`src/rtl/isa_pkg.sv`:
```
// Shared ISA definitions: command op codes, 6-bit instruction opcodes, loader
// state encoding and the combinational instruction encoder.
package isa_pkg;

    typedef enum logic [3:0] {
        OP_RT   = 4'd0,
        OP_ADDI = 4'd1,
        OP_ANDI = 4'd2,
        OP_LW   = 4'd3,
        OP_SW   = 4'd4,
        OP_J    = 4'd5,
        OP_JAL  = 4'd6,
        OP_JR   = 4'd7,
        OP_BEQ  = 4'd8,
        OP_BNE  = 4'd9
    } op_e;

    localparam logic [5:0] OPC_RT   = 6'b000000;
    localparam logic [5:0] OPC_ADDI = 6'b001000;
    localparam logic [5:0] OPC_ANDI = 6'b001100;
    localparam logic [5:0] OPC_LW   = 6'b100011;
    localparam logic [5:0] OPC_SW   = 6'b101011;
    localparam logic [5:0] OPC_J    = 6'b000010;
    localparam logic [5:0] OPC_JAL  = 6'b000011;
    localparam logic [5:0] OPC_JR   = 6'b110011;
    localparam logic [5:0] OPC_BEQ  = 6'b000100;
    localparam logic [5:0] OPC_BNE  = 6'b000101;

    typedef enum logic [1:0] {
        ST_IDLE  = 2'd0,
        ST_LOAD  = 2'd1,
        ST_DRAIN = 2'd2,
        ST_DONE  = 2'd3
    } state_e;

    typedef struct packed {
        logic        legal;
        logic [31:0] word;
    } enc_t;

    // FIFO entry is {address, instruction word}
    localparam int ENTRY_W = 40;

    function automatic enc_t encode_instr(
        input logic [3:0]  op,
        input logic [4:0]  rs,
        input logic [4:0]  rt,
        input logic [4:0]  rd,
        input logic [5:0]  funct,
        input logic [15:0] imm,
        input logic [25:0] target
    );
        enc_t r;
        r.legal = 1'b1;
        r.word  = '0;
        case (op)
            OP_RT:   r.word = {OPC_RT, rs, rt, rd, 5'b0, funct};
            OP_ADDI: r.word = {OPC_ADDI, rs, rt, imm};
            OP_ANDI: r.word = {OPC_ANDI, rs, rt, imm};
            OP_LW:   r.word = {OPC_LW, rs, rt, imm};
            OP_SW:   r.word = {OPC_SW, rs, rt, imm};
            OP_BEQ:  r.word = {OPC_BEQ, rs, rt, imm};
            OP_BNE:  r.word = {OPC_BNE, rs, rt, imm};
            OP_J:    r.word = {OPC_J, target};
            OP_JAL:  r.word = {OPC_JAL, target};
            OP_JR:   r.word = {OPC_JR, rs, 21'b0};
            default: r.legal = 1'b0;
        endcase
        return r;
    endfunction

endpackage

```
`src/rtl/instr_enc_loader_if.sv`:
```
// Command-in and memory-write-out handshake bundle of the instruction loader.
interface instr_enc_loader_if;
    logic        in_valid;
    logic        in_ready;
    logic [3:0]  in_op;
    logic [4:0]  in_rs;
    logic [4:0]  in_rt;
    logic [4:0]  in_rd;
    logic [5:0]  in_funct;
    logic [15:0] in_imm;
    logic [25:0] in_target;
    logic        in_last;

    logic        out_valid;
    logic        out_ready;
    logic [7:0]  out_addr;
    logic [31:0] out_data;

    modport master (
        output in_valid, in_op, in_rs, in_rt, in_rd, in_funct, in_imm, in_target, in_last,
        output out_ready,
        input  in_ready, out_valid, out_addr, out_data
    );

    modport slave (
        input  in_valid, in_op, in_rs, in_rt, in_rd, in_funct, in_imm, in_target, in_last,
        input  out_ready,
        output in_ready, out_valid, out_addr, out_data
    );
endinterface

```
`src/rtl/enc_fifo2.sv`:
```
// Two-entry register FIFO; head is visible the cycle after the first push.
module enc_fifo2 #(
    parameter int W = 40
) (
    input  logic         clk,
    input  logic         rst_n,
    input  logic         push,
    input  logic [W-1:0] push_data,
    input  logic         pop,
    output logic         full,
    output logic         valid,
    output logic [W-1:0] head
);
    logic       wr_ptr_reg;
    logic       rd_ptr_reg;
    logic [1:0] count_reg;
    logic       do_push;
    logic       do_pop;

    assign valid   = (count_reg != 2'd0);
    assign full    = (count_reg == 2'd2);
    assign do_pop  = pop & valid;
    // A full FIFO still takes a push when the head leaves in the same cycle
    assign do_push = push & (~full | do_pop);

    genvar gi;
    generate
        for (gi = 0; gi < 2; gi++) begin : g_entry
            logic [W-1:0] entry_reg;
            always_ff @(posedge clk or negedge rst_n) begin
                if (!rst_n) begin
                    entry_reg <= '0;
                end else if (do_push && (wr_ptr_reg == 1'(gi))) begin
                    entry_reg <= push_data;
                end
            end
        end
    endgenerate

    assign head = !valid      ? '0 :
                  rd_ptr_reg  ? g_entry[1].entry_reg : g_entry[0].entry_reg;

    always_ff @(posedge clk or negedge rst_n) begin
        if (!rst_n) begin
            wr_ptr_reg <= 1'b0;
            rd_ptr_reg <= 1'b0;
            count_reg  <= 2'd0;
        end else begin
            if (do_push) wr_ptr_reg <= ~wr_ptr_reg;
            if (do_pop)  rd_ptr_reg <= ~rd_ptr_reg;
            case ({do_push, do_pop})
                2'b10:   count_reg <= count_reg + 2'd1;
                2'b01:   count_reg <= count_reg - 2'd1;
                default: count_reg <= count_reg;
            endcase
        end
    end
endmodule

```
`src/rtl/instr_enc_loader.sv`:
```
// Session-based loader: encodes command stream into instruction words and
// writes them to consecutive instruction-memory addresses.
module instr_enc_loader
    import isa_pkg::*;
(
    input  logic                clk,
    input  logic                rst_n,
    input  logic                start,
    input  logic [7:0]          base_addr,
    output logic                busy,
    output logic                done,
    output logic                err,
    output logic                ovf,
    output logic [8:0]          word_cnt,
    instr_enc_loader_if.slave   io
);
    state_e      state_reg;
    logic [7:0]  addr_ctr_reg;
    logic        busy_reg;
    logic        done_reg;
    logic        err_reg;
    logic        ovf_reg;
    logic [8:0]  word_cnt_reg;

    enc_t        enc;
    logic        accept;
    logic        push;
    logic        fifo_full;
    logic        fifo_valid;
    logic [ENTRY_W-1:0] fifo_head;
    logic        wr_handshake;
    logic        at_top;

    assign enc = encode_instr(io.in_op, io.in_rs, io.in_rt, io.in_rd,
                              io.in_funct, io.in_imm, io.in_target);

    assign io.in_ready   = (state_reg == ST_LOAD) & ~fifo_full;
    assign accept        = io.in_valid & io.in_ready;
    assign push          = accept & enc.legal;
    assign at_top        = (addr_ctr_reg == 8'hFF);
    assign wr_handshake  = fifo_valid & io.out_ready;

    enc_fifo2 #(.W(ENTRY_W)) u_fifo (
        .clk       (clk),
        .rst_n     (rst_n),
        .push      (push),
        .push_data ({addr_ctr_reg, enc.word}),
        .pop       (io.out_ready),
        .full      (fifo_full),
        .valid     (fifo_valid),
        .head      (fifo_head)
    );

    assign io.out_valid = fifo_valid;
    assign io.out_addr  = fifo_head[39:32];
    assign io.out_data  = fifo_head[31:0];

    always_ff @(posedge clk or negedge rst_n) begin
        if (!rst_n) begin
            state_reg    <= ST_IDLE;
            addr_ctr_reg <= 8'h00;
            busy_reg     <= 1'b0;
            done_reg     <= 1'b0;
            err_reg      <= 1'b0;
            ovf_reg      <= 1'b0;
            word_cnt_reg <= 9'd0;
        end else begin
            if (wr_handshake) word_cnt_reg <= word_cnt_reg + 9'd1;
            case (state_reg)
                ST_IDLE: begin
                    done_reg <= 1'b0;
                    if (start) begin
                        state_reg    <= ST_LOAD;
                        addr_ctr_reg <= base_addr;
                        busy_reg     <= 1'b1;
                        err_reg      <= 1'b0;
                        ovf_reg      <= 1'b0;
                        word_cnt_reg <= 9'd0;
                    end
                end
                ST_LOAD: begin
                    if (accept) begin
                        if (!enc.legal) begin
                            err_reg <= 1'b1;
                        end else if (!at_top) begin
                            addr_ctr_reg <= addr_ctr_reg + 8'd1;
                        end
                        // The last address was just used: stop instead of wrapping
                        if (enc.legal && at_top && !io.in_last) ovf_reg <= 1'b1;
                        if (io.in_last || (enc.legal && at_top)) state_reg <= ST_DRAIN;
                    end
                end
                ST_DRAIN: begin
                    if (!fifo_valid) begin
                        state_reg <= ST_DONE;
                        busy_reg  <= 1'b0;
                        done_reg  <= 1'b1;
                    end
                end
                ST_DONE: begin
                    state_reg <= ST_IDLE;
                    done_reg  <= 1'b0;
                end
                default: state_reg <= ST_IDLE;
            endcase
        end
    end

    assign busy     = busy_reg;
    assign done     = done_reg;
    assign err      = err_reg;
    assign ovf      = ovf_reg;
    assign word_cnt = word_cnt_reg;
endmodule

```
`src/flat_wrapper.sv`:
```
// flat-port wrapper written by rule: the top's interface ports become plain ports
module instr_enc_loader_flat import isa_pkg::*;
  (clk, rst_n, start, base_addr, busy, done, err, ovf, word_cnt, io_in_valid, io_in_op, io_in_rs, io_in_rt, io_in_rd, io_in_funct, io_in_imm, io_in_target, io_in_last, io_out_ready, io_in_ready, io_out_valid, io_out_addr, io_out_data);
  instr_enc_loader_if io_i ();
  input  logic clk;
  input  logic rst_n;
  input  logic start;
  input  logic [7:0] base_addr;
  output logic busy;
  output logic done;
  output logic err;
  output logic ovf;
  output logic [8:0] word_cnt;
  input wire logic [$bits(io_i.in_valid)-1:0] io_in_valid;
  input wire logic [$bits(io_i.in_op)-1:0] io_in_op;
  input wire logic [$bits(io_i.in_rs)-1:0] io_in_rs;
  input wire logic [$bits(io_i.in_rt)-1:0] io_in_rt;
  input wire logic [$bits(io_i.in_rd)-1:0] io_in_rd;
  input wire logic [$bits(io_i.in_funct)-1:0] io_in_funct;
  input wire logic [$bits(io_i.in_imm)-1:0] io_in_imm;
  input wire logic [$bits(io_i.in_target)-1:0] io_in_target;
  input wire logic [$bits(io_i.in_last)-1:0] io_in_last;
  input wire logic [$bits(io_i.out_ready)-1:0] io_out_ready;
  output wire logic [$bits(io_i.in_ready)-1:0] io_in_ready;
  output wire logic [$bits(io_i.out_valid)-1:0] io_out_valid;
  output wire logic [$bits(io_i.out_addr)-1:0] io_out_addr;
  output wire logic [$bits(io_i.out_data)-1:0] io_out_data;
  assign io_i.in_valid = io_in_valid;
  assign io_i.in_op = io_in_op;
  assign io_i.in_rs = io_in_rs;
  assign io_i.in_rt = io_in_rt;
  assign io_i.in_rd = io_in_rd;
  assign io_i.in_funct = io_in_funct;
  assign io_i.in_imm = io_in_imm;
  assign io_i.in_target = io_in_target;
  assign io_i.in_last = io_in_last;
  assign io_i.out_ready = io_out_ready;
  assign io_in_ready = io_i.in_ready;
  assign io_out_valid = io_i.out_valid;
  assign io_out_addr = io_i.out_addr;
  assign io_out_data = io_i.out_data;
  instr_enc_loader u_core (.clk(clk), .rst_n(rst_n), .start(start), .base_addr(base_addr), .busy(busy), .done(done), .err(err), .ovf(ovf), .word_cnt(word_cnt), .io(io_i));
endmodule
```
`config.mk`:
```
export PLATFORM = sky130hd
export DESIGN_NAME = instr_enc_loader_flat
export DESIGN_NICKNAME = d
export VERILOG_FILES = /design/src/rtl/isa_pkg.sv /design/src/rtl/instr_enc_loader_if.sv /design/src/rtl/enc_fifo2.sv /design/src/rtl/instr_enc_loader.sv /design/src/flat_wrapper.sv
export SDC_FILE = /design/constraint.sdc
export NUM_CORES = 1
export LEC_CHECK = 0
export BUFFER_PORTS_ARGS = -buffer_cell sky130_fd_sc_hd__buf_4
export CORE_MARGIN = 5
export CORE_UTILIZATION = 55
export CTS_BUF_LIST = sky130_fd_sc_hd__clkbuf_4
export DETAILED_ROUTE_END_ITERATION = 7
export PLACE_DENSITY_LB_ADDON = 0.12
export SLEW_MARGIN = 5
export SYNTH_ARGS = -nofsm -noshare
export SYNTH_HDL_FRONTEND = slang
export SYNTH_SLANG_ARGS = --single-unit
```
`constraint.sdc`:
```
create_clock -name clk -period 2.9 [get_ports clk]
set_clock_uncertainty 0.2 [all_clocks]
set_input_delay 0.435 -clock clk [delete_from_list [all_inputs] [get_ports clk]]
set_output_delay 0.435 -clock clk [all_outputs]
set_load 0.01 [all_outputs]
```
==> metrics.cfg <==
[pwr]
p_per_area_nw_per_um2 = 939
pwr-share-comb_pct = 46.7
seqPwrFrac_pct = 40.3
ir_drop_uv = 574
sw_frac_of_total_pct = 39.1
switchingPower_w = 0.00247
intPower_w = 0.00385
p_clk_share_pct = 13.0
p_leak_nw = 3.35

[sta]
fmaxAchievable_mhz = 394
fin_hold_ws_ns = 0.0693
finalSetupTns_ns = 0
finalWorstSetupSlack_ns = 0.359
fin_crit_ns = 2.54
rsz0062_at_grt = no
setup_viol = 0
maxSlewHeadroom_pct = 14.8
period_share_pct = 87.6
tightest_slew_ns = 1.28
final-hold-violation-count = 0
maxSlewViolCount = 0

[routing]
via_per_inst = 5.57
drc = 0
drt_iter0_markers = 355
vias = 4611
routedWlPerCell_um = 16.2
ant_nets = 0
routed_wl_um = 13400
drtPass1Iterations = 5

[global_routing]
antenna_found_initial = 0
grt_busiest_layer = met2
grt_util_met3_pct = 3.58
gr-usage-all-layers_pct = 22.6
met1_usage_pct = 30.1
grt_max_degree = 70
grt_overflow = 0
grt_pass1_wl_um = 21300
grt_pass1_vias = 4491
gr-usage-met2_pct = 37.9

[critical_path]
crit_buf_inv = 2
cp-endpoint = io_out_data[9]
required_ns = 2.27
path_class = reg -> out
startpoint_type = flip-flop
reg2reg_depth = 7
cp_cell_sequence = buf_4 > mux2i_1 > nor2_1 > buf_4
end_kind = output pin
rr_endpoint = u_core.addr_ctr_reg[1]
cpMaxStageDelayCell = dfrtp_2
worst_ep_arrival_time_ns = 1.91
critPathTopFamily = buffers and inverters
regToRegStartpoint = u_core.state_reg[0]
rrSetupSlack_ns = 0.51
critPathMaxFanout = 20
crit_path_max_incr_delay_ns = 0.56
crit_start = u_core.u_fifo.rd_ptr_reg
cpMostUsedCell = buf_4
cp.depth = 4

[die]
die_x_um = 110
row_count = 36
die-height_um = 110
io_pins = 136
fp.dieArea_um2 = 12000
core_area_um2 = 9730
start_util_pct = 56.1

[clocking]
clock-root-buffer = clkbuf_4
cts_tree = built
cts_resized = 0
clkTransAtPathRegs_ns = 0.15
post_cts_buffers = 0
cts_buffers = 9
cts_buffer_depth = 2
h-tree-depth = 3
clock_latency_ns = 0.43
cts_sinks = 107

[synthesis]
synth-warning-count = 0
synth_top_area_share_pct = 49.0
synthCells = 573
synth.cell_area_um2 = 5460
synth_seq_area_share_pct = 49.0
syn_nets = 660
synth-edff-count = 0
yosys-top-cells-area = dfrtp_1, mux2i_1, nand2_1, o21ai_0, nor2_1
synthDistinctLibCells = 51
synth_largest_area_cell = dfrtp_1
syn_avg_cell_area_um2 = 9.53
ys.flop_type = dfrtp_1
synth-async-reset-ratio_pct = 100
synth-seq-cells = 107

[layout]
fillers = 803
drive_above_1_share_pct = 27.3
num-nets-final = 779
largest_reg_flops = 80
n_antenna_cell = 0
stdcell_count = 828
area_delta_synth_final_pct = 23.4

[placed_design]
place_congestion = 0.795
post-dp-hpwl_um = 9390
port_buffers = 135
post-place-ws_ns = 0.427
placed_cells = 812

[worst_hold_path]
hp-class = in -> reg

[run]
cap_violations = 0

[status]
outcome = finished, final reports clean

## area by class of cell
type | count | area (um2) | area share (%)
multi-input combinational | 418 | 2560 | 38.1
inverter | 6 | 22.5 | 0.334
timing repair buffer | 150 | 1160 | 17.2
sequential | 107 | 2680 | 39.7
clock buffer | 10 | 75.1 | 1.11
tap | 133 | 166 | 2.47
clock inverter | 4 | 76.3 | 1.13
## per-stage QoR
step | power (W) | util (%) | instance area [um2]
6_report | 0.00633 | 69.3 | 6740
3_3_place_gp | 0.00543 | 67.5 | 6570
5_1_grt | 0.00682 | 69.3 | 6740
4_1_cts | 0.00638 | 69.3 | 6740
3_5_place_dp | 0.00555 | 67.5 | 6570
2_1_floorplan | 0.00443 | - | 5460
## power groups by stage
stage	combinational [W]	clock, W	sequential (W)
6_report	0.00296	0.000825	0.00255
3_5_place_dp	0.00297	0	0.00258
3_3_place_gp	0.00289	0	0.00254
4_1_cts	0.00298	0.000851	0.00254
2_1_floorplan	0.00200	0	0.00242
5_1_grt	0.00328	0.000908	0.00263
## synthesized netlist by cell type, types with 11 or more instances
cell type	number
a21oi_1	14
a222oi_1	11
a22oi_1	15
buf_2	16
clkbuf_1	21
dfrtp_1	107
mux2_2	13
mux2i_1	46
nand2_1	107
nor2_1	67
o21ai_0	55
o21ai_1	11
## cell usage in the layout (no fill, tap or decap), types with 2 or more instances in the layout
master,netlist,final
a21oi_1,14,14
a222oi_1,11,11
a22o_1,2,2
a22oi_1,15,15
a41o_1,2,2
and2_1,5,5
and3_1,2,2
and4_1,2,2
buf_12,0,2
buf_4,1,146
bufinv_16,0,2
clkbuf_4,0,10
dfrtp_1,107,106
dlygate4sd3_1,0,2
ha_1,6,6
inv_1,5,5
mux2_2,13,13
mux2i_1,46,46
nand2_1,107,107
nand2b_1,5,5
nand3_1,2,2
nand4_1,7,7
nor2_1,67,66
nor2b_1,2,2
nor3_1,2,2
nor4_2,1,2
o21a_1,3,3
o21ai_0,55,55
o21ai_1,11,11
o31ai_1,2,2
o32ai_1,4,4
or2_2,1,2
or3_1,2,2
xnor2_1,4,4
xor2_1,8,8
## routing by layer
metal  up-vias  routed length [um]
met2       150                6580
met5         -                   0
met4         0                 165
li1       2234                   -
met1      2210                5840
met3        17                 806
## what timing repair did
item                                   4_1_cts  5_1_grt
endpoints found under the hold margin       59        0
setup endpoints to repair                    0        0
hold buffers                                 2        0
## worst register-to-register path, cell delays in order (launching register included)
cell	delay, ns
dfrtp_1	0.38
inv_1	0.08
ha_1	0.26
nor2b_4	0.15
a311o_4	0.43
nor3_4	0.49
mux2i_1	0.24
a21oi_1	0.08
## how the worst min path moves through the flow
stage / depth (start not counted) / startpoint / to
2_1_floorplan: 0 / rst_n / u_core.addr_ctr_reg[0]
3_3_place_gp: 2 / u_core.u_fifo.g_entry[0].entry_reg[35] / u_core.u_fifo.g_entry[0].entry_reg[35]
3_5_place_dp: 2 / u_core.u_fifo.g_entry[0].entry_reg[33] / u_core.u_fifo.g_entry[0].entry_reg[33]
4_1_cts: 3 / base_addr[1] / u_core.addr_ctr_reg[1]
5_1_grt: 3 / base_addr[0] / u_core.addr_ctr_reg[0]
6_report: 3 / base_addr[0] / u_core.addr_ctr_reg[0]
## cells by family (layout without fill, tap and decap cells)
| logic type | count (synthesis) | in the layout | synth area share, % |
|---|---|---|---|
| buffers and inverters | 48 | 170 | 4.28 |
| adders and majority gates | 6 | 6 | 1.37 |
| AOI/OAI and AO/OA | 128 | 128 | 15.3 |
| xor gates and xnor gates | 12 | 12 | 1.92 |
| muxes | 59 | 59 | 11.1 |
| and+or+nand+nor | 213 | 213 | 17.0 |
| DFF | 107 | 107 | 49.0 |
Note: power is estimated with default switching activity, not from simulation.
